## src/rtl/gzip_pkg.sv

```systemverilog
// Shared definitions for the gzip member framer.
// Holds the RFC1952 header constants, the header/trailer sizes and the
// framer state encoding.
package gzip_pkg;

  localparam logic [7:0] GZ_ID1        = 8'h1F;
  localparam logic [7:0] GZ_ID2        = 8'h8B;
  localparam logic [7:0] GZ_CM_DEFLATE = 8'h08;
  localparam int         GZ_HDR_BYTES  = 10;
  localparam int         GZ_TRL_BYTES  = 8;

  typedef enum logic [3:0] {
    GZ_IDLE,
    GZ_HDR0,
    GZ_HDR1,
    GZ_HDR2,
    GZ_DATA,
    GZ_WAIT_T,
    GZ_TRL0,
    GZ_TRL1,
    GZ_FLUSH
  } gz_frame_state_t;

endpackage

```

## src/rtl/gzip_byte_packer.sv

```systemverilog
// Eight-byte holding buffer with fill count.
// Ports:
//   clk, rst        clock, asynchronous active-high reset
//   app_en          append app_cnt bytes of app_data (lanes [7:0] first)
//   app_data        bytes to append
//   app_cnt         bytes to append, 1..4 (0 or >4 means 4)
//   cons_en         drop cons_cnt bytes from the bottom of the buffer
//   cons_cnt        bytes consumed, 1..4
//   out_word        lower four bytes of the buffer
//   hcnt            current fill count 0..8
//   hcnt_nxt        fill count after this cycle's consume and append
// Consume is applied before append, so both may happen in one cycle.
// Bytes above hcnt are always zero, which lets an append be a plain OR.
module gzip_byte_packer (
  input  logic        clk,
  input  logic        rst,
  input  logic        app_en,
  input  logic [31:0] app_data,
  input  logic [2:0]  app_cnt,
  input  logic        cons_en,
  input  logic [2:0]  cons_cnt,
  output logic [31:0] out_word,
  output logic [3:0]  hcnt,
  output logic [3:0]  hcnt_nxt
);

  logic [63:0] hold_q, hold_d, shifted, app_word;
  logic [3:0]  hcnt_q, hcnt_d, base, app_n;
  logic [31:0] app_mask;

  always_comb begin
    shifted = hold_q;
    base    = hcnt_q;
    if (cons_en) begin
      shifted = hold_q >> {cons_cnt, 3'b000};
      base    = hcnt_q - {1'b0, cons_cnt};
    end
    app_mask = 32'hFFFF_FFFF;
    app_n    = 4'd4;
    if (app_cnt != 3'd0 && app_cnt < 3'd4) begin
      app_mask = (32'h1 << {app_cnt, 3'b000}) - 32'h1;
      app_n    = {1'b0, app_cnt};
    end
    app_word = {32'h0, app_data & app_mask} << {base, 3'b000};
    hold_d   = shifted;
    hcnt_d   = base;
    if (app_en) begin
      hold_d = shifted | app_word;
      hcnt_d = base + app_n;
    end
  end

  always_ff @(posedge clk or posedge rst) begin
    if (rst) begin
      hold_q <= 64'h0;
      hcnt_q <= 4'd0;
    end else begin
      hold_q <= hold_d;
      hcnt_q <= hcnt_d;
    end
  end

  assign out_word = hold_q[31:0];
  assign hcnt     = hcnt_q;
  assign hcnt_nxt = hcnt_d;

endmodule

```

## src/rtl/gzip_member_framer.sv

```systemverilog
// Wraps a raw Deflate word stream into one RFC1952 gzip member:
// 10-byte header, Deflate bytes, 8-byte trailer (CRC32, ISIZE).
// All words carry the first stream byte in bits [7:0].
// Ports:
//   clk, rst                      clock, asynchronous active-high reset
//   start                         begin a member (only honoured in IDLE)
//   s_valid/s_ready/s_data        Deflate input words
//   s_last/s_bytes                final word marker and its valid lane count
//   trailer_valid/crc32_in/isize_in  trailer values, held until member end
//   mtime_in                      header MTIME (only with GZIP_FRAME_MTIME_EN)
//   m_valid/m_ready/m_data        framed output words
//   m_last/m_bytes                final word marker and its valid lane count
//   busy                          member in progress
// Build option: GZIP_FRAME_MTIME_EN adds mtime_in, sampled on the accepted
// start; without it MTIME is zero.
//
// state  | meaning
// IDLE   | waiting for start
// HDR0   | append ID1 ID2 CM FLG
// HDR1   | append MTIME (needs room for 4 bytes)
// HDR2   | append XFL OS
// DATA   | accept Deflate words until s_last
// WAIT_T | wait for trailer_valid
// TRL0   | append CRC32
// TRL1   | append ISIZE
// FLUSH  | drain buffer, final word carries m_last
module gzip_member_framer
  import gzip_pkg::*;
#(
  parameter logic [7:0] OS_BYTE  = 8'hFF,
  parameter logic [7:0] XFL_BYTE = 8'h00
) (
  input  logic        clk,
  input  logic        rst,
  input  logic        start,
  input  logic        s_valid,
  output logic        s_ready,
  input  logic [31:0] s_data,
  input  logic        s_last,
  input  logic [2:0]  s_bytes,
  input  logic        trailer_valid,
  input  logic [31:0] crc32_in,
  input  logic [31:0] isize_in,
`ifdef GZIP_FRAME_MTIME_EN
  input  logic [31:0] mtime_in,
`endif
  output logic        m_valid,
  input  logic        m_ready,
  output logic [31:0] m_data,
  output logic        m_last,
  output logic [2:0]  m_bytes,
  output logic        busy
);

  gz_frame_state_t state_q, state_d;
  logic        s_ready_q, s_ready_d;
  logic        m_valid_q, m_valid_d;
  logic [31:0] m_data_q, m_data_d;
  logic        m_last_q, m_last_d;
  logic [2:0]  m_bytes_q, m_bytes_d;
  logic        busy_q, busy_d;
  logic [31:0] mtime_val;

  logic        app_en, cons_en;
  logic [31:0] app_data, out_word;
  logic [2:0]  app_cnt, cons_cnt, s_cnt;
  logic [3:0]  hcnt, hcnt_nxt;
  logic        s_fire, m_fire, out_free, load_full, load_last;

`ifdef GZIP_FRAME_MTIME_EN
  logic [31:0] mtime_q, mtime_d;
  assign mtime_val = mtime_q;
  always_comb begin
    mtime_d = mtime_q;
    if (state_q == GZ_IDLE && start) mtime_d = mtime_in;
  end
  always_ff @(posedge clk or posedge rst) begin
    if (rst) mtime_q <= 32'h0;
    else     mtime_q <= mtime_d;
  end
`else
  assign mtime_val = 32'h0;
`endif

  gzip_byte_packer u_packer (
    .clk      (clk),
    .rst      (rst),
    .app_en   (app_en),
    .app_data (app_data),
    .app_cnt  (app_cnt),
    .cons_en  (cons_en),
    .cons_cnt (cons_cnt),
    .out_word (out_word),
    .hcnt     (hcnt),
    .hcnt_nxt (hcnt_nxt)
  );

  always_comb begin
    state_d   = state_q;
    busy_d    = busy_q;
    m_valid_d = m_valid_q;
    m_data_d  = m_data_q;
    m_last_d  = m_last_q;
    m_bytes_d = m_bytes_q;
    app_en    = 1'b0;
    app_data  = 32'h0;
    app_cnt   = 3'd4;

    s_fire   = s_valid & s_ready_q;
    m_fire   = m_valid_q & m_ready;
    out_free = ~m_valid_q | m_ready;
    s_cnt    = (s_last && s_bytes != 3'd0 && s_bytes <= 3'd4) ? s_bytes : 3'd4;

    // Outside FLUSH only whole words leave the buffer; in FLUSH the
    // remaining 1..4 bytes form the final word.
    load_full = out_free && (hcnt > 4'd4 || (hcnt == 4'd4 && state_q != GZ_FLUSH));
    load_last = out_free && state_q == GZ_FLUSH && hcnt != 4'd0 && hcnt <= 4'd4;
    cons_en   = load_full | load_last;
    cons_cnt  = load_last ? hcnt[2:0] : 3'd4;

    if (cons_en) begin
      m_valid_d = 1'b1;
      m_data_d  = out_word;
      m_last_d  = load_last;
      m_bytes_d = cons_cnt;
    end else if (m_fire) begin
      m_valid_d = 1'b0;
      m_last_d  = 1'b0;
      m_bytes_d = 3'd4;
    end

    case (state_q)
      GZ_IDLE: begin
        if (start) begin
          state_d = GZ_HDR0;
          busy_d  = 1'b1;
        end
      end
      GZ_HDR0: begin
        app_en   = 1'b1;
        app_data = {8'h00, GZ_CM_DEFLATE, GZ_ID2, GZ_ID1};
        state_d  = GZ_HDR1;
      end
      GZ_HDR1: begin
        if (hcnt <= 4'd4) begin
          app_en   = 1'b1;
          app_data = mtime_val;
          state_d  = GZ_HDR2;
        end
      end
      GZ_HDR2: begin
        if (hcnt <= 4'd6) begin
          app_en   = 1'b1;
          app_data = {16'h0, OS_BYTE, XFL_BYTE};
          app_cnt  = 3'd2;
          state_d  = GZ_DATA;
        end
      end
      GZ_DATA: begin
        if (s_fire) begin
          app_en   = 1'b1;
          app_data = s_data;
          app_cnt  = s_cnt;
          if (s_last) state_d = GZ_WAIT_T;
        end
      end
      GZ_WAIT_T: begin
        if (trailer_valid) state_d = GZ_TRL0;
      end
      GZ_TRL0: begin
        if (hcnt <= 4'd4) begin
          app_en   = 1'b1;
          app_data = crc32_in;
          state_d  = GZ_TRL1;
        end
      end
      GZ_TRL1: begin
        if (hcnt <= 4'd4) begin
          app_en   = 1'b1;
          app_data = isize_in;
          state_d  = GZ_FLUSH;
        end
      end
      GZ_FLUSH: begin
        if (m_fire && m_last_q) begin
          state_d = GZ_IDLE;
          busy_d  = 1'b0;
        end
      end
      default: state_d = GZ_IDLE;
    endcase

    // Registered ready: with hcnt<=4 next cycle, a full 4-byte append fits.
    s_ready_d = (state_d == GZ_DATA) && (hcnt_nxt <= 4'd4);
  end

  always_ff @(posedge clk or posedge rst) begin
    if (rst) begin
      state_q   <= GZ_IDLE;
      s_ready_q <= 1'b0;
      m_valid_q <= 1'b0;
      m_data_q  <= 32'h0;
      m_last_q  <= 1'b0;
      m_bytes_q <= 3'd4;
      busy_q    <= 1'b0;
    end else begin
      state_q   <= state_d;
      s_ready_q <= s_ready_d;
      m_valid_q <= m_valid_d;
      m_data_q  <= m_data_d;
      m_last_q  <= m_last_d;
      m_bytes_q <= m_bytes_d;
      busy_q    <= busy_d;
    end
  end

  assign s_ready = s_ready_q;
  assign m_valid = m_valid_q;
  assign m_data  = m_data_q;
  assign m_last  = m_last_q;
  assign m_bytes = m_bytes_q;
  assign busy    = busy_q;

endmodule

```

## config.mk

```make
export PLATFORM = sky130hd
export DESIGN_NAME = gzip_member_framer
export DESIGN_NICKNAME = d
export VERILOG_FILES = /design/src/rtl/gzip_pkg.sv /design/src/rtl/gzip_byte_packer.sv /design/src/rtl/gzip_member_framer.sv
export SDC_FILE = /design/constraint.sdc
export NUM_CORES = 1
export LEC_CHECK = 0
export BUFFER_PORTS_ARGS = -buffer_cell sky130_fd_sc_hd__buf_4
export CORE_ASPECT_RATIO = 0.75
export CORE_MARGIN = 1.5
export CORE_UTILIZATION = 45
export DETAILED_ROUTE_END_ITERATION = 10
export GPL_TIMING_DRIVEN = 0
export HOLD_SLACK_MARGIN = 0.15
export PLACE_DENSITY = 0.69
export SYNTH_ARGS = -nofsm -noshare
export SYNTH_HDL_FRONTEND = slang
export SYNTH_SLANG_ARGS = --single-unit
export TNS_END_PERCENT = 5
```

## constraint.sdc

```tcl
create_clock -name clk -period 3.9 [get_ports clk]
set_input_delay 0.195 -clock clk [delete_from_list [all_inputs] [get_ports clk]]
set_output_delay 0.195 -clock clk [all_outputs]
set_load 0.02 [all_outputs]
```

* Word-level counts from Yosys, hierarchy flattened
Cells that the tools add are included. W data, S select, Z words.
Operators by class: $add $sub $neg 3, magnitude comparators 6, equal/unequal tests 13, shift operators 3, muxes and demuxes 38, bitwise gates (word level) 7, reductions and logical operators 19
Operator list (number):
- $pmux W32 S5 | 1
- $mux W32 | 4
- $mux W64 | 2
- $or A64 B64 Y64 | 1
- $shl A32 B7 Y64 | 1
- $shr A64 B6 Y64 | 1
- $mux W4 | 11
- $pmux W4 S9 | 1
- $and A32 B32 Y32 | 1
- $shl A1 B6 Y32 const A | 1
- $sub A32 B1 Y32 const B | 1
- $eq A4 B3 Y1 const B | 6
- $mux W3 | 7
- $mux W16 | 1
- $le A4 B3 Y1 const B | 3
- $logic_and A1 B1 Y1 | 10
- $eq A4 B2 Y1 const B | 2
- $mux W1 | 8
- $pmux W3 S2 | 1
- $reduce_bool A3 Y1 | 2
- $add A4 B3 Y4 | 1
- $eq A4 B1 Y1 const B | 1
- $eq A4 B4 Y1 const B | 1
- $gt A4 B3 Y1 const B | 1
- 17 further kinds | 20
Storage, ports and cells: register bits after elaboration 111, input port bits 106, logic and storage cells 98

* Logic depth before layout (Yosys ltp)
Gate-level depths: netlist of run 1.
word-level depth 13, depth in mapped cells 18

* Hierarchy
From an unflattened synthesis of run 1, not the netlist that was laid out.
Second synthesis, totals: cell total of the unflattened synthesis 924, area total of the unflattened synthesis 8552.0 µm²
Modules (own cells, without submodules):
- gzip_byte_packer | instances 1, cells each 680, area each 5849.4 µm², seq. area each 1701.6 µm²
- gzip_member_framer | instances 1, cells each 244, area each 2702.6 µm², seq. area each 1077.3 µm²

* Least setup slack after synthesis of run 1
Ideal clock, no wire load.
path kind reg-to-reg, from register u_packer.hcnt_q[3], in the netlist u_packer.hcnt[3], to register s_ready_q, in the netlist s_ready, library setup time 0.111 ns, data arrival time 3.669 ns, required time 3.789 ns, slack 0.120 ns, cell stages (with the launch flop) 17, period minus slack after synthesis 3.780 ns, path through dfrtp_1 > clkbuf_1 > nor2_1 > nand3_1 > clkbuf_1 > buf_1 > nand2_1 > ha_1 > inv_1 > a31oi_1 > and3_1 > clkinv_1 > clkbuf_1 > fa_1 > mux2i_1 > or2_0 > a2111oi_2
On the way: longest elaborated chain between the ends 10, elaborated cells between the ends (all ways) 33, those cells by class add/sub (2); order compare (5); eq/ne (2); mux (14); bitwise (1); reduce/logical (9)
RTL lines:
- from (decl) | RTL line gzip_byte_packer.sv:28 | logic [3:0] hcnt_q, hcnt_d, base, app_n;
- from (signal assigned) | RTL line gzip_byte_packer.sv:59 | hcnt_q <= hcnt_d;
- $le A4 B3 Y1, or another cell as far along | RTL line gzip_member_framer.sv:152 | if (hcnt <= 4'd6) begin
- $mux W3, or another cell as far along | RTL line gzip_member_framer.sv:152
- $pmux W3 S2, or another cell as far along | RTL line gzip_member_framer.sv:132 | case (state_q)
- $lt A3 B3 Y1, or another cell as far along | RTL line gzip_byte_packer.sv:40 | if (app_cnt != 3'd0 && app_cnt < 3'd4) begin
- $logic_and A1 B1 Y1, or another cell as far along | RTL line gzip_byte_packer.sv:40
- $mux W3 / $mux W4 (equally long branches) | RTL line gzip_byte_packer.sv:40, gzip_byte_packer.sv:34
- $add A4 B3 Y4 | RTL line gzip_byte_packer.sv:49 | hcnt_d = base + app_n;
- $mux W4 * | RTL line gzip_byte_packer.sv:47 | if (app_en) begin
- net hcnt_nxt[1] | RTL line gzip_member_framer.sv:67 | logic [3:0] hcnt, hcnt_nxt;
- $le A4 B3 Y1 * | RTL line gzip_member_framer.sv:194 | s_ready_d = (state_d == GZ_DATA) && (hcnt_nxt <= 4'd4);
- $logic_and A1 B1 Y1 * | RTL line gzip_member_framer.sv:194
- net s_ready_d | RTL line gzip_member_framer.sv:56 | logic s_ready_q, s_ready_d;
- to (signal assigned) | RTL line gzip_member_framer.sv:208 | s_ready_q <= s_ready_d;
- to (decl) | RTL line gzip_member_framer.sv:56
The timed path passes the listed nets; every way through them passes the cells marked *. A chain may end at the register's enable or synchronous reset.

* Worst setup path after layout of run 1
from register state_q[0], to register s_ready_q, in the netlist s_ready
On the way: longest elaborated chain between the ends 11, elaborated cells between the ends (all ways) 42, those cells by class add/sub (2); order compare (2); eq/ne (10); mux (16); bitwise (1); reduce/logical (11)
RTL lines:
- from (decl) | RTL line gzip_member_framer.sv:55 | gz_frame_state_t state_q, state_d;
- from (signal assigned) | RTL line gzip_member_framer.sv:207 | state_q <= state_d;
- $eq A4 B4 Y1 | RTL line gzip_member_framer.sv:117 | load_last = out_free && state_q == GZ_FLUSH && hcnt != 4'd0 && hcnt <= 4'd4;
- $logic_and A1 B1 Y1 (3 in a row) | RTL line gzip_member_framer.sv:117
- $mux W3 | RTL line gzip_member_framer.sv:119 | cons_cnt = load_last ? hcnt[2:0] : 3'd4;
- $sub A4 B3 Y4 | RTL line gzip_byte_packer.sv:36 | base = hcnt_q - {1'b0, cons_cnt};
- $mux W4 | RTL line gzip_byte_packer.sv:34 | if (cons_en) begin
- $add A4 B3 Y4 | RTL line gzip_byte_packer.sv:49
- $mux W4 * | RTL line gzip_byte_packer.sv:47
- net hcnt_nxt[1] | RTL line gzip_member_framer.sv:67
- $le A4 B3 Y1 * | RTL line gzip_member_framer.sv:194
- $logic_and A1 B1 Y1 * | RTL line gzip_member_framer.sv:194
- net s_ready_d | RTL line gzip_member_framer.sv:56
Marked as above.

==> key figures, run 1 <==
Status
  – Outcome: finished, final reports clean

Die
  – Site row count: 41
  – Die area: approximately 0.018 mm²
  – Chip width: between 150 and 200 µm
  – Initial Util: 0.461
  – Core footprint: 0.0168 mm²
  – Vert. Die Dim: approximately 120 µm
  – I/O Pins: about 150

Yosys
  – Synth Instances: slightly above 900
  – Syn. warnings: 0
  – Area of the mapped netlist: approximately 0.0078 mm²
  – EDFF count, synth: 0
  – Unique masters post-synth: 75
  – Share of flip-flops with an asynchronous set or reset: 1.00
  – Dominant synthesized flop cell: dfrtp_1
  – Avg Cell Area, Syn: 8.33 µm²
  – Sequential element share of the synthesized area: 0.358
  – FF+latch count, synth: 111

Clock network
  – Num CTS Buffers: 9
  – CTS H-tree lvls: 3
  – Clk buf depth: 2
  – Worst-skew pair later-pin latency: 360 ps
  – Clock net sink count: 111
  – Clk pin slew, worst setup/hold paths: 80 ps
  – Root Buffer Master: clkbuf_16
  – CTS tree: done

Cells and area
  – Area delta synth->final: 23.2%
  – Most common cell after layout, fill and taps aside: nand2_1
  – Nets: about 1200
  – Fillers: 1617
  – Layout cells sized above 1: 0.215
  – FF+latch area: about 0.0028 mm²
  – Area of the multi-input gates: roughly 0.0047 mm²
  – ANT cells: 0
  – Commonest non-fill, non-tap cells in the layout: 161 x nand2_1, 148 x buf_4, 109 x dfrtp_1

Placement
  – Place WS: -1310 ps
  – Placer Congestion: between 0.9 and 1
  – PortBufs: about 140
  – Detailed placement HPWL: around 25000 µm

Timing
  – Slew at the pin with the worst max-slew slack: 1340 ps
  – Clock skew: around 6.5 ps
  – Setup TNS Final: 0 ps
  – Post-route setup slack: between 80 and 90 ps
  – Min Tclk post-route: between 3000 and 4000 ps
  – Max Slew Vio Count: 0
  – Highest clock rate: between 200 and 300 MHz
  – RSZ-0062 raised after global routing: yes
  – Setup violations, final: 0
  – Fin crit share: 0.977
  – Slew HR: 0.0961
  – Final hold viol count: 0

Routing
  – TritonRoute pass-1 iters: 8
  – Number of DRC markers in iteration 0: approximately 1200
  – Wire per inst: about 24 µm
  – Detailed-route DRC error count: 0
  – Antenna Nets Post-Route: 0
  – DR vias: between 8000 and 9000
  – DRT Wirelength: ~32000 µm
  – Vias/cell: 6.70

Global routing
  – Largest net degree at the start of global routing: 61
  – Vias in the first global route: 8116
  – First-pass GRT wire length: ~48000 µm
  – Initial antenna violation count: 0
  – Total gr overflow: 0
  – GRT Util Overall: 0.354

Run
  – Max_cap viols: 0

Critical path
  – Worst EP arrival: between 4000 and 5000 ps
  – Crit path capture type: flip-flop
  – Critical Path RT: just over 4000 ps
  – CP Max Fanout: 12
  – Kind of critical path: flip-flop to flip-flop
  – CP Launch Type: flip-flop

Worst hold path
  – Hold Path Class: input pin to flip-flop

Power
  – Leak pwr: a little over 4 nW
  – VDD IR max: 0.339 mV
  – Power Density: roughly 810 mW/mm²
[logic make-up (layout without fill, tap and decap cells)]
| family | count (synthesis) | in the layout | synth area share |
|---|---|---|---|
| xor+xnor | 2 | 2 | 0.00226 |
| flops | 111 | 111 | 0.358 |
| mux | 57 | 57 | 0.0778 |
| buf+inv | 96 | 259 | 0.0482 |
| other cells | 2 | 3 | 0.000969 |
| fa+ha+maj | 7 | 7 | 0.0123 |
| simple gates | 333 | 333 | 0.197 |
| compound gates | 323 | 323 | 0.304 |
[layout make-up]
cell class	count	share of cell area
Multi-Input combinational cell	725	0.489
Sequential cell	111	0.291
Timing Repair Buffer	150	0.121
Buffer	73	0.0324
Tap cell	215	0.0282
Clock buffer	9	0.0236
Inverter	20	0.00825
Clock inverter	7	0.00747
[metrics by stage]
| step | utilization | area [µm²] | std cells | hold slack (ps) | power, mW |
|---|---|---|---|---|---|
| floorplan | - | 7760 | 932 | 388 | 4.77 |
| global placement | 0.541 | 9110 | 1291 | 449 | 6.48 |
| detailed placement | 0.544 | 9150 | 1293 | 346 | 6.49 |
| CTS | 0.564 | 9500 | 1310 | 211 | 7.46 |
| global route | 0.568 | 9550 | 1310 | 225 | 8.10 |
| finish | 0.568 | 9550 | 1310 | 215 | 7.73 |
[power breakdown]
group | switching (mW) | internal, mW | total [mW]
clock | 0.457 | 0.502 | 0.959
combinational | 3.29 | 1.53 | 4.82
sequential | 0.404 | 1.54 | 1.95
total | 4.16 | 3.57 | 7.73
[worst max-delay path, stage by stage (launching register included)]
cell,delay [ps]
dfrtp_1,350
clkbuf_4,220
nor4b_4,60
buf_4,150
nand3_4,200
buf_4,250
nand2_1,100
ha_1,290
inv_1,50
a31oi_1,120
and3_1,230
clkinv_2,180
clkbuf_4,270
fa_1,520
mux2i_1,80
or2_0,270
a2111oi_2,340
[Yosys cell counts, drive strengths merged (12+ instances only)]
master / number / share of area
o221ai: 24 / 0.027
o21ai: 62 / 0.040
inv: 18 / 0.0087
o22ai: 18 / 0.015
o2bb2ai: 14 / 0.016
a221o: 19 / 0.025
mux2: 26 / 0.038
mux2i: 31 / 0.040
clkbuf: 47 / 0.023
nor3: 13 / 0.0084
dfrtp: 110 / 0.36
a22oi: 36 / 0.035
buf: 29 / 0.016
nand3: 32 / 0.021
a221oi: 12 / 0.014
o211ai: 13 / 0.013
nor2: 67 / 0.033
a21oi: 45 / 0.029
nand2: 161 / 0.078
[timing repair]
item | 4_1_cts | 5_1_grt
gates resized for setup | 13 | 11
endpoints found under the hold margin | 51 | 0
hold buffers | 2 | 0
pin swaps | 1 | 0
setup buffers | 2 | 0
setup endpoints to repair | 68 | 42
[sequential cells by signal (all words and copies together) (netlist names)]
signal           count
u_packer.hcnt        4
s_ready              1
busy                 1
u_packer.hold_q     64
m_valid              1
state_q              4
m_data              32
m_last               1
m_bytes              3
[routing by layer]
layer | global-route usage | vias to the layer above | share of wire
li1 | - | 3836 | -
met1 | 0.510 | 4264 | 0.44
met2 | 0.505 | 589 | 0.41
met3 | 0.102 | 91 | 0.12
met4 | 0.124 | 0 | 0.032
met5 | 0 | - | 0
[path summary, 6_finish.rpt]
path / startpoint / endpoint / slack, ps / depth (start not counted)
max in group asynchronous: rst / u_packer.hold_q[15]$_DFF_PP0_ / 2640 / 4
setup / recovery: state_q[0]$_DFF_PP0_ / s_ready$_DFF_PP0_ / 90 / 16
hold / removal: s_last / state_q[0]$_DFF_PP0_ / 210 / 3
min in group asynchronous: rst / m_data[9]$_DFFE_PP0N_ / 510 / 3
hold reg to reg: m_bytes[2]$_DFFE_PP1P_ / m_bytes[2]$_DFFE_PP1P_ / 460 / 2
setup reg to reg: state_q[0]$_DFF_PP0_ / s_ready$_DFF_PP0_ / 90 / 16
(Power assumes the default switching activity.)
==> inputs of run 2 (changes only) <==
--- a/config.mk
+++ b/config.mk
@@ -5,6 +5,7 @@
 export SDC_FILE = /design/constraint.sdc
 export NUM_CORES = 1
 export LEC_CHECK = 0
+export ABC_AREA = 1
 export BUFFER_PORTS_ARGS = -buffer_cell sky130_fd_sc_hd__buf_4
 export CORE_ASPECT_RATIO = 0.75
 export CORE_MARGIN = 1.5
@@ -12,7 +13,7 @@
 export DETAILED_ROUTE_END_ITERATION = 10
 export GPL_TIMING_DRIVEN = 0
 export HOLD_SLACK_MARGIN = 0.15
-export PLACE_DENSITY = 0.69
+export PLACE_DENSITY_LB_ADDON = 0.15
 export SYNTH_ARGS = -nofsm -noshare
 export SYNTH_HDL_FRONTEND = slang
 export SYNTH_SLANG_ARGS = --single-unit
==> key figures, run 2 <==
Yosys
  – Cell taking the most area after synthesis: dfrtp_1
  – Dominant synthesized flop cell: dfrtp_1
  – Unique masters post-synth: 37
  – FF+latch count, synth: 111
  – Area of the mapped netlist: approximately 0.0087 mm²
  – Syn. warnings: 0
  – Area share of the largest cell type after synthesis: 0.316
  – EDFF count, synth: 0
  – Avg Cell Area, Syn: roughly 6 µm²
  – Synth Instances: 1434
  – Share of flip-flops with an asynchronous set or reset: 1.00
  – Sequential element share of the synthesized area: 0.319
  – Synth cell count leaders: 584 x nand2_1, 296 x nand3_1, 110 x dfrtp_1
  – Most frequent cell after synthesis: nand2_1
  – Ranking of synthesized cells by area: dfrtp_1 32%, nand2_1 25%, nand3_1 17%, inv_1 4.3%, o21ai_0 3.5%

Timing
  – Slew HR: 0.481
  – Setup violations, final: 0
  – Slew at the pin with the worst max-slew slack: 779 ps
  – Max Slew Vio Count: 0
  – RSZ-0062 raised after global routing: no
  – Fin crit share: 0.868
  – Highest clock rate: ~300 MHz
  – Final hold viol count: 0
  – Clock skew: 10.4 ps
  – Setup TNS Final: 0 ps
  – Min Tclk post-route: between 3000 and 4000 ps

Die
  – I/O Pins: ~150
  – Site row count: 43
  – Die area: 0.0202 mm²
  – Initial Util: 0.466
  – Core footprint: about 0.019 mm²
  – Chip width: 164 µm
  – Vert. Die Dim: approximately 120 µm

Placement
  – PortBufs: between 100 and 150
  – Detailed placement HPWL: 28500 µm
  – Placer Congestion: between 0.9 and 1

Cells and area
  – Largest reg by FF count: u_packer.hold_q
  – Layout cells sized above 1: 0.157
  – Nets: roughly 1700
  – Most common cell after layout, fill and taps aside: nand2_1
  – FF+latch area: 0.00278 mm²
  – Fillers: about 2000
  – Commonest non-fill, non-tap cells in the layout: 584 x nand2_1, 296 x nand3_1, 147 x buf_4
  – Area of the multi-input gates: slightly above 0.005 mm²
  – Area delta synth->final: 20.1%
  – ANT cells: 0
  – Number of flip-flops under the largest register name: between 60 and 70

Clock network
  – Clk buf depth: 2
  – Postcts setup bufs: 0
  – Num CTS Buffers: 9
  – CTS H-tree lvls: 3
  – Root Buffer Master: clkbuf_16
  – Clock net sink count: approximately 110
  – CTS tree: done
  – Worst-skew pair later-pin latency: around 360 ps
  – Clk pin slew, worst setup/hold paths: approximately 80 ps

Critical path
  – CP Launch Type: flip-flop
  – R2r worst-path depth: 20
  – Worst EP arrival: approximately 3700 ps
  – Critical Path RT: between 4000 and 5000 ps
  – R2R setup slack: 510 ps
  – Kind of critical path: flip-flop to flip-flop
  – Crit path capture type: flip-flop
  – CP Max Fanout: 10

Run
  – Max_cap viols: 0

Global routing
  – First-pass GRT wire length: roughly 54000 µm
  – GRT met1 Usage: 0.533
  – Met2 GRT Util: 0.525
  – Vias in the first global route: around 9600
  – GR peak layer: met1
  – Largest net degree at the start of global routing: slightly below 60
  – Initial antenna violation count: 0
  – GRT Util Overall: 0.359
  – Met3 usage: 0.0849
  – Total gr overflow: 0

Routing
  – DR vias: 10495
  – Antenna Nets Post-Route: 0
  – Vias/cell: between 5 and 6
  – Number of DRC markers in iteration 0: roughly 1300
  – DRT Wirelength: about 35000 µm
  – Detailed-route DRC error count: 0
  – Wire per inst: roughly 19 µm
  – TritonRoute pass-1 iters: 5

Power
  – Leak pwr: about 5.5 nW
  – Power Density: about 750 mW/mm²
  – Design Power: between 7 and 8 mW
  – VDD IR max: 0.392 mV

Status
  – Outcome: finished, final reports clean

Worst hold path
  – Hold Path Class: input pin to flip-flop
  – Hold path depth: 4
-- run 2: worst max-delay path, stage by stage (launching register included) --
cell	delay [ps]
dfrtp_1	360
buf_2	180
inv_2	60
nand2_2	80
nor2_2	210
nor2_8	90
nand2_4	150
nand2_1	120
ha_1	340
nand2_1	60
o21ai_1	100
buf_2	290
buf_4	250
ha_1	250
nand2_1	70
nor2_1	30
a211oi_1	270
nor2_1	90
nand2_1	80
nand4_1	100
a21oi_1	130
-- run 2: kinds of logic (layout without fill, tap and decap cells) --
family                   count (synthesis)  after routing  share of synthesized area
AND/OR/NAND/NOR                        971            971                      0.479
buffers and inverters                  197            359                     0.0946
AO/OA/AOI/OAI                          145            145                     0.0952
flip-flops                             111            111                      0.319
adder cells (fa/ha/maj)                  7              7                     0.0109
other                                    2              3                   0.000862
XOR/XNOR                                 1              1                    0.00101
-- run 2: final cells by class --
type,instances,share of cell area
Timing Repair Buffer,147,0.108
Buffer,82,0.0375
Clock inverter,6,0.00729
Multi-Input combinational cell,1127,0.489
Inverter,115,0.0417
Clock buffer,9,0.0215
Sequential cell,111,0.266
Tap cell,247,0.0295
-- run 2: timing repair --
item | 4_1_cts | 5_1_grt
hold endpoints to repair | 55 | 0
hold buffers | 2 | 0
resized for setup | 0 | 0
-- run 2: path summary, 6_finish.rpt --
path                                             from                     end
max in group asynchronous                         rst  m_bytes[2]$_DFFE_PP1P_
hold reg to reg                 m_data[6]$_DFFE_PP0N_   m_data[6]$_DFFE_PP0N_
hold / removal                                m_ready     m_valid$_DFFE_PP0P_
setup reg to reg           u_packer.hcnt[0]$_DFF_PP0_       s_ready$_DFF_PP0_
min in group asynchronous                         rst  m_data[30]$_DFFE_PP0N_
setup / recovery           u_packer.hcnt[0]$_DFF_PP0_       s_ready$_DFF_PP0_
-- run 2: power breakdown --
part	internal (mW)	switching [mW]
Sequential	1.59	0.297
Clock	0.508	0.474
Combinational	1.47	3.48
Total	3.56	4.25
-- run 2: routing by layer --
layer	vias up	wire, µm
li1	4961	-
met1	4956	16200
met2	523	14400
met3	55	3960
met4	0	740
met5	-	0
-- run 2: stage by stage --
step,setup slack (ps),instances,instance area [µm²],util,hold WS (ps)
after detailed placement,541,1827,10100,0.542,275
after floorplan,776,1435,8720,-,332
after global routing,195,1844,10500,0.559,186
after CTS,530,1844,10500,0.559,172
final,514,1844,10500,0.559,168
after global placement,-700,1826,10100,0.540,463
==> inputs of run 3 (changes only) <==
--- a/config.mk
+++ b/config.mk
@@ -6,7 +6,7 @@
 export NUM_CORES = 1
 export LEC_CHECK = 0
 export ABC_AREA = 1
-export BUFFER_PORTS_ARGS = -buffer_cell sky130_fd_sc_hd__buf_4
+export BUFFER_PORTS_ARGS = -buffer_cell sky130_fd_sc_hd__buf_2
 export CORE_ASPECT_RATIO = 0.75
 export CORE_MARGIN = 1.5
 export CORE_UTILIZATION = 45
==> key figures, run 3 (synthesized netlist as in run 2, its figures left out) <==
Status
  – Outcome: finished, final reports clean

Timing
  – Setup violations, final: 0
  – Max Slew Vio Count: 0
  – Slew at the pin with the worst max-slew slack: roughly 840 ps
  – Min Tclk post-route: approximately 3500 ps
  – Setup TNS Final: 0 ps
  – Final hold viol count: 0
  – Post-route setup slack: between 400 and 500 ps
  – Fin crit share: 0.887
  – RSZ-0062 raised after global routing: no
  – Clock skew: roughly 7.5 ps
  – Slew HR: 0.442
  – WHS: 190 ps
  – Highest clock rate: 289 MHz

Clock network
  – Post_cts resized: 0
  – Postcts setup bufs: 0
  – Num CTS Buffers: 9
  – CTS tree: done
  – Clock net sink count: roughly 110
  – Clk buf depth: 2
  – Clk pin slew, worst setup/hold paths: approximately 80 ps
  – Worst-skew pair later-pin latency: 360 ps
  – CTS hold repair buffers: 3
  – CTS H-tree lvls: 3
  – Root Buffer Master: clkbuf_16

Critical path
  – Worst EP arrival: between 3000 and 4000 ps
  – CP Launch Type: flip-flop
  – Kind of critical path: flip-flop to flip-flop
  – Crit path capture type: flip-flop
  – Critical Path RT: about 4200 ps
  – CP Max Fanout: 10

Placement
  – Place WS: slightly above 500 ps
  – Dpl cells: 1827
  – Placed inst area: around 0.01 mm²
  – Placer Congestion: 0.965
  – Detailed placement HPWL: between 20000 and 30000 µm
  – PortBufs: 144

Cells and area
  – Most common cell after layout, fill and taps aside: nand2_1
  – Final core occ: 0.540
  – Area delta synth->final: 15.9%
  – Layout cells sized above 1: 0.157
  – ANT cells: 0
  – Nets: between 1500 and 2000
  – Largest reg by FF count: u_packer.hold_q
  – Number of flip-flops under the largest register name: between 60 and 70
  – Fin cells: approximately 1800
  – Commonest non-fill, non-tap cells in the layout: 584 x nand2_1, 296 x nand3_1, 191 x buf_2
  – Fillers: 1961
  – Design area: a little over 0.01 mm²

Routing
  – Antenna Nets Post-Route: 0
  – DR vias: roughly 11000
  – Wire per inst: 18.8 µm
  – TritonRoute pass-1 iters: 6
  – Vias/cell: between 5 and 6
  – DRT Wirelength: roughly 35000 µm
  – Number of DRC markers in iteration 0: 1224
  – Detailed-route DRC error count: 0

Worst hold path
  – Hold Path Class: input pin to flip-flop

Power
  – Power Density: between 700 and 800 mW/mm²
  – Leak pwr: 5.40 nW
  – VDD IR max: approximately 0.36 mV
  – Design Power: 7.65 mW

Global routing
  – First-pass GRT wire length: between 50000 and 60000 µm
  – Vias in the first global route: 9457
  – Largest net degree at the start of global routing: between 70 and 80
  – GRT Util Overall: 0.356
  – Initial antenna violation count: 0
  – Total gr overflow: 0

Die
  – I/O Pins: between 100 and 150
  – Initial Util: 0.466
  – Die area: 0.0202 mm²
  – Vert. Die Dim: about 120 µm
  – Site row count: 43
  – Core footprint: about 0.019 mm²
  – Chip width: 164 µm

Run
  – Max_cap viols: 0
run 3: cell count changes in the layout (fill, tap and decap cells not counted), sizes merged:
cell         delta
clkinvlp        +1
dlygate4sd3     +1
bufinv          -1
clkinv          +1
run 3: per-layer routing:
layer | vias up | track usage | wire length, µm | part of all wire
met2 | 529 | 0.521 | 14300 | 0.41
li1 | 4969 | - | - | -
met5 | - | 0 | 0 | 0
met4 | 0 | 0.0864 | 631 | 0.018
met1 | 4991 | 0.535 | 16100 | 0.46
met3 | 51 | 0.0657 | 3790 | 0.11
run 3: worst paths after layout:
check                                            from                            end  slack [ps]  cells past startpoint
max in group asynchronous                         rst  u_packer.hold_q[48]$_DFF_PP0_        2840                      4
min in group asynchronous                         rst         m_data[19]$_DFFE_PP0N_         340                      3
setup reg to reg           u_packer.hcnt[0]$_DFF_PP0_              s_ready$_DFF_PP0_         440                     20
hold / removal                          trailer_valid           state_q[1]$_DFF_PP0_         190                      3
setup / recovery           u_packer.hcnt[0]$_DFF_PP0_              s_ready$_DFF_PP0_         440                     20
hold reg to reg                 m_data[6]$_DFFE_PP0N_          m_data[6]$_DFFE_PP0N_         480                      2
run 3: critical path: stages (launching register included):
cell	delay, ps
dfrtp_1	360
buf_2	180
inv_2	70
nand2_2	80
nor2_2	210
nor2_8	90
nand2_4	150
nand2_1	110
ha_1	310
nand2_1	50
o21ai_1	110
buf_2	290
buf_4	250
ha_1	260
nand2_1	70
nor2_1	40
a211oi_1	290
nor2_1	90
nand2_1	90
nand4_1	110
a21oi_1	170
run 3: final cells by class:
type	instances	area (µm²)	share of cell area
clock buffer	9	225	0.0223
sequential	111	2780	0.275
multi-input combinational	1127	5120	0.506
clock inverter	7	66.3	0.00656
tap	247	309	0.0306
buffer	82	393	0.0389
timing repair buffer	148	778	0.0770
inverter	115	437	0.0432
run 3: power by group:
| group | internal, mW | leakage (nW) | total [mW] | switching [mW] |
|---|---|---|---|---|
| Sequential | 1.59 | 1.45 | 1.87 | 0.285 |
| Combinational | 1.37 | 3.81 | 4.85 | 3.48 |
| Clock | 0.450 | 0.141 | 0.934 | 0.485 |
| Total | 3.40 | 5.40 | 7.65 | 4.25 |
